<file path="src/rtl/hsid_sq_df_acc.sv">
// Sum-of-squared-differences accumulator over two band FIFOs (pixel vs reference).
// Define HSID_SQ_DF_ACC_STALL_CNT_EN to add the stall_cycles port and its counter.
module hsid_sq_df_acc #(
  parameter int unsigned DATA_WIDTH       = 16,
  parameter int unsigned BAND_COUNT_WIDTH = 8,
  localparam int unsigned ACC_WIDTH       = 2 * DATA_WIDTH + BAND_COUNT_WIDTH
) (
  input  logic                        clk,
  input  logic                        rst,
  input  logic                        start,
  input  logic [BAND_COUNT_WIDTH-1:0] band_count,
  input  logic                        clear,
  input  logic                        vctr1_empty,
  input  logic                        vctr2_empty,
  output logic                        vctr1_rd_en,
  output logic                        vctr2_rd_en,
  input  logic [DATA_WIDTH-1:0]       vctr1_data,
  input  logic [DATA_WIDTH-1:0]       vctr2_data,
  output logic [ACC_WIDTH-1:0]        acc_value,
  output logic                        acc_valid,
  output logic                        busy,
`ifdef HSID_SQ_DF_ACC_STALL_CNT_EN
  output logic [15:0]                 stall_cycles,
`endif
  output logic                        band_err
);

  localparam int unsigned SQ_WIDTH = 2 * DATA_WIDTH;

  typedef enum logic [1:0] {IDLE, READ, DRAIN, DONE} state_t;

  state_t                      state_q, state_d;
  logic [BAND_COUNT_WIDTH-1:0] band_q;
  logic [BAND_COUNT_WIDTH-1:0] rd_cnt_q;
  logic [BAND_COUNT_WIDTH-1:0] acc_cnt_q;
  logic                        rd_vld_q;
  logic                        sq_vld_q;
  logic [SQ_WIDTH-1:0]         sq_q;
  logic                        rd_en_c;
  logic                        accept_c;
  logic [DATA_WIDTH-1:0]       diff_c;
  logic [SQ_WIDTH-1:0]         sq_c;

  // Next-state and read-issue decode; clear overrides everything.
  always_comb begin
    state_d  = state_q;
    rd_en_c  = 1'b0;
    accept_c = 1'b0;
    case (state_q)
      IDLE: begin
        if (start && (band_count != '0)) begin
          accept_c = 1'b1;
          state_d  = READ;
        end
      end
      READ: begin
        rd_en_c = !vctr1_empty && !vctr2_empty && (rd_cnt_q < band_q);
        if (rd_en_c && ((rd_cnt_q + BAND_COUNT_WIDTH'(1)) == band_q))
          state_d = DRAIN;
      end
      DRAIN: begin
        if (sq_vld_q && ((acc_cnt_q + BAND_COUNT_WIDTH'(1)) == band_q))
          state_d = DONE;
      end
      DONE:    state_d = IDLE;
      default: state_d = IDLE;
    endcase
    if (clear) begin
      state_d  = IDLE;
      rd_en_c  = 1'b0;
      accept_c = 1'b0;
    end
  end

  // Absolute difference and exact square of the sample pair returned by the FIFOs.
  always_comb begin
    diff_c = (vctr1_data >= vctr2_data) ? (vctr1_data - vctr2_data)
                                        : (vctr2_data - vctr1_data);
    sq_c   = SQ_WIDTH'(diff_c) * SQ_WIDTH'(diff_c);
  end

  always_ff @(posedge clk or posedge rst) begin
    if (rst) begin
      state_q   <= IDLE;
      band_q    <= '0;
      rd_cnt_q  <= '0;
      acc_cnt_q <= '0;
      rd_vld_q  <= 1'b0;
      sq_vld_q  <= 1'b0;
      sq_q      <= '0;
      acc_value <= '0;
      band_err  <= 1'b0;
    end else if (clear) begin
      state_q   <= IDLE;
      band_q    <= '0;
      rd_cnt_q  <= '0;
      acc_cnt_q <= '0;
      rd_vld_q  <= 1'b0;
      sq_vld_q  <= 1'b0;
      sq_q      <= '0;
      acc_value <= '0;
      band_err  <= 1'b0;
    end else begin
      state_q  <= state_d;
      band_err <= (state_q == IDLE) && start && (band_count == '0);
      if (accept_c) begin
        band_q    <= band_count;
        rd_cnt_q  <= '0;
        acc_cnt_q <= '0;
        rd_vld_q  <= 1'b0;
        sq_vld_q  <= 1'b0;
        acc_value <= '0;
      end else begin
        // Two-stage pipe: square the returned pair, then accumulate it.
        rd_vld_q <= rd_en_c;
        sq_vld_q <= rd_vld_q;
        if (rd_en_c)  rd_cnt_q <= rd_cnt_q + BAND_COUNT_WIDTH'(1);
        if (rd_vld_q) sq_q     <= sq_c;
        if (sq_vld_q) begin
          acc_value <= acc_value + ACC_WIDTH'(sq_q);
          acc_cnt_q <= acc_cnt_q + BAND_COUNT_WIDTH'(1);
        end
      end
    end
  end

`ifdef HSID_SQ_DF_ACC_STALL_CNT_EN
  // READ cycles lost to an empty FIFO, saturating.
  always_ff @(posedge clk or posedge rst) begin
    if (rst) begin
      stall_cycles <= '0;
    end else if (clear || accept_c) begin
      stall_cycles <= '0;
    end else if ((state_q == READ) && (vctr1_empty || vctr2_empty) &&
                 (stall_cycles != 16'hFFFF)) begin
      stall_cycles <= stall_cycles + 16'd1;
    end
  end
`endif

  assign vctr1_rd_en = rd_en_c;
  assign vctr2_rd_en = rd_en_c;
  assign acc_valid   = (state_q == DONE);
  assign busy        = (state_q != IDLE);

endmodule
</file>
<file path="config.mk">
export PLATFORM = sky130hd
export DESIGN_NAME = hsid_sq_df_acc
export DESIGN_NICKNAME = d
export VERILOG_FILES = /design/src/rtl/hsid_sq_df_acc.sv
export SDC_FILE = /design/constraint.sdc
export NUM_CORES = 1
export LEC_CHECK = 0
export ABC_AREA = 1
export CAP_MARGIN = 20
export CORE_MARGIN = 5
export CORE_UTILIZATION = 55
export CTS_CLUSTER_DIAMETER = 50
export DETAILED_ROUTE_END_ITERATION = 7
export PLACE_DENSITY = 0.83
export RECOVER_POWER = 100
export SLEW_MARGIN = 20
export SYNTH_ARGS = -nofsm -noshare
export SYNTH_HDL_FRONTEND = slang
export SYNTH_SLANG_ARGS = --single-unit
</file>
<file path="constraint.sdc">
create_clock -name clk -period 5.8 [get_ports clk]
set_input_delay 1.16 -clock clk [delete_from_list [all_inputs] [get_ports clk]]
set_output_delay 1.16 -clock clk [all_outputs]
set_load 0.05 [all_outputs]
</file>
==> qor.csv <==
metric;value;unit
hp-class;flip-flop to flip-flop;
final_util;79.08;%
firstDrtPassIters;7;
hpwl;38820;µm
max_stage_delay;0.74;ns
synth_top_cell_by_area;fa_1;
pin_count;91;
area_growth;41.17;%
num_rows;62;
violations;capacitance limit, slew limit, setup timing;
grt_pass1_wl;87570;µm
synth_cells;2214;
ys_seq_area_share;15.48;%
r2r_slack;2.50;ns
endpoint;sq_q[29];
die_area;32920;µm²
critPathLaunch;vctr1_data[6];
grt_overflow;0;
synthSimpleGateAreaFrac;23.41;%
drive_above_1_share;32.82;%
n_fill_cell;1653;
drtIter0Drc;1934;
vias;18440;
critical_path.max_fanout;5;
fmax;121.6;MHz
met3_length;6959;µm
grt_max_degree;68;
first_global_vias;18190;
antenna_found_initial;0;
fin_crit;8.227;ns
finalSetupViolations;26;
hold_violations;0;
r2r_cells;9;
postRouteAntennaNets;0;
synth_xor_area_share;3.142;%
worstSetupPathType;input port to flip-flop;
die_y;181.4;µm
grt_usage;32.21;%
yosys_warnings;0;
hold_buffers;0;
holdWs;0.4930;ns
synth_mux_area_share;0;%
finalClockSkew;0.01302;ns
maxCapViolCount;1;
avgSynthCellArea;7.302;µm²
timing.rr.start;state_q[0];
status;complete, but fails checks;
cp.arrival;8.49;ns
clock_path_buffers;2;
drc;0;
viasPerCell;6.099;
place_inst;2906;
synth_seq_cells;100;
cts_tree;done;
synth-async-reset-ratio;100.0;%
slew_viol_final;68;
fp.dieW;181.4;µm
rsz0062_at_grt;yes;
setup_ws;-2.427;ns
core_area;28860;µm²
slew-limit-headroom;-102.7;%
worst_slew_pin_slew;3.024;ns
cts_root_buf;clkbuf_16;
wl_per_cell;21.96;µm
syn_nets;2602;
wl_met2;30780;µm
drt_wl_total;66380;µm
synth_top_family_by_area;adder cells;
critPathCaptureType;flip-flop;
cp_slowest_cell;fa_2;
n_antenna_cell;0;
cts_buffers;9;
top_layer;met4;
yosysUniqueCellTypes;52;
synth_area_leaders;fa_1, dfrtp_1, ha_1;
cp-start-kind;input port;
synth_edf_count;0;
cts_sinks;100;
r2r_end;acc_value[27];
wl_met1;21910;µm
nets;3022;
synth_fa_ha_area_share;34.18;%
initial_core_util;56.02;%
synthFlopType;dfrtp_1;
io_buffers;90;
synth_compound_area_share;11.69;%
clk_pin_slew;0.08;ns
finalNonFillerCells;3023;
syn_area;16170;µm²
clock_latency;0.37;ns
critPathRequiredTime;6.06;ns
gp_routability_congestion;0.9522;
timing.final.crit_share;141.8;%
hold_start;sq_q[23];
h-tree-depth;3;
synth_top_cell_area_share;20.56;%
state kept, by name, indices dropped and copies added (netlist names):
register / cells
acc_cnt_q: 8
acc_value: 40
band_err: 1
band_q: 8
rd_cnt_q: 8
rd_vld_q: 1
sq_q: 31
sq_vld_q: 1
state_q: 2
worst min path at each step:
stage / cells after the start / slack (ns) / endpoint
floorplan: 2 / 0.45 / sq_q[28]
global placement: 2 / 0.47 / sq_q[23]
detailed placement: 2 / 0.47 / sq_q[23]
CTS: 2 / 0.50 / sq_q[23]
global route: 2 / 0.51 / sq_q[23]
finish: 2 / 0.49 / sq_q[23]
routing by layer:
layer,vias up,GRT usage (%)
met5,-,0
met4,0,16.39
met3,607,4.802
met2,1467,58.67
met1,8575,36.62
li1,7788,-
cell usage after synthesis (3+ instances only):
cell type,number
xor2_1,41
a211oi_1,3
buf_6,10
nand4_1,11
ha_1,176
buf_2,10
a22o_1,3
o22ai_1,16
a21o_1,15
nand3_2,3
o21ai_2,4
nor2_4,7
buf_4,6
nor2_2,11
nand2_1,477
nor2_1,219
nand2_4,8
nand2_2,23
inv_1,440
o21ai_1,9
or2_2,6
dfrtp_1,100
a21boi_0,4
nor3_2,4
fa_1,166
o21ai_0,113
xnor2_1,17
nand3_1,88
clkbuf_1,8
o21bai_1,10
a31oi_1,14
inv_2,16
o31ai_1,3
a21oi_1,131
nor3_1,15
nor4_1,6
stage by stage:
| step | instance area (µm²) | TNS [ns] | setup slack, ns |
|---|---|---|---|
| 4_1_cts | 21700 | -31.57 | -1.476 |
| 5_1_grt | 22820 | -50.86 | -2.428 |
| 3_5_place_dp | 19810 | -55.33 | -2.505 |
| 6_report | 22820 | -48.85 | -2.427 |
| 2_1_floorplan | 16720 | -27.18 | -1.385 |
| 3_3_place_gp | 19810 | -51.07 | -2.291 |
critical path: cells and delay by family:
family,cells,cell delay (ns)
simple gates,14,1.81
compound gates,2,0.22
buf+inv,10,0.96
xor+xnor,1,0.40
fa+ha+maj,8,3.93
cells by family (layout without fill, tap and decap cells):
kind of cell / after synthesis / count (layout)
and+or+nand+nor: 885 / 886
DFF: 100 / 100
xor gates and xnor gates: 58 / 58
buffers and inverters: 491 / 915
adders and majority gates: 342 / 342
AOI/OAI and AO/OA: 338 / 338
area by class of cell:
type                    count  area, µm²  area share [%]
well taps                 384      480.5           2.105
repair buffers            442       3755           16.45
clock buffers               9      225.2          0.9868
multi-input cells        1624      13960           61.17
inverters                 457       1832           8.026
flip-flops and latches    100       2502           10.96
clock inverters             7      67.56          0.2961
placed cells by master, fill, tap and decap left out, drive strengths merged, types with 2 or more instances in the layout:
cell	count
nand4	11
o21bai	10
fa	166
and2	2
inv	459
o21a	2
ha	176
dlygate4sd3	46
o31ai	3
nor3	20
o22ai	16
o21ai	126
a211oi	3
nand2	509
clkinv	4
a21o	15
clkbuf	28
clkdlybuf4s15	4
xnor2	17
a32o	2
a22o	3
clkdlybuf4s50	12
nand3	91
dfrtp	100
nor2	237
nor4	7
xor2	41
a21boi	4
a31oi	14
or2	7
a21oi	133
o2111ai	2
buf	361
what timing repair did:
item                       CTS  global route
setup endpoints to repair   26            26
resized for setup          360           277
pin swaps                  128           166
gates cloned                 2             0
setup buffers               52            48
Power is not shown: default switching activity piles up to over one toggle a cycle in this logic, so the estimate is an artifact.
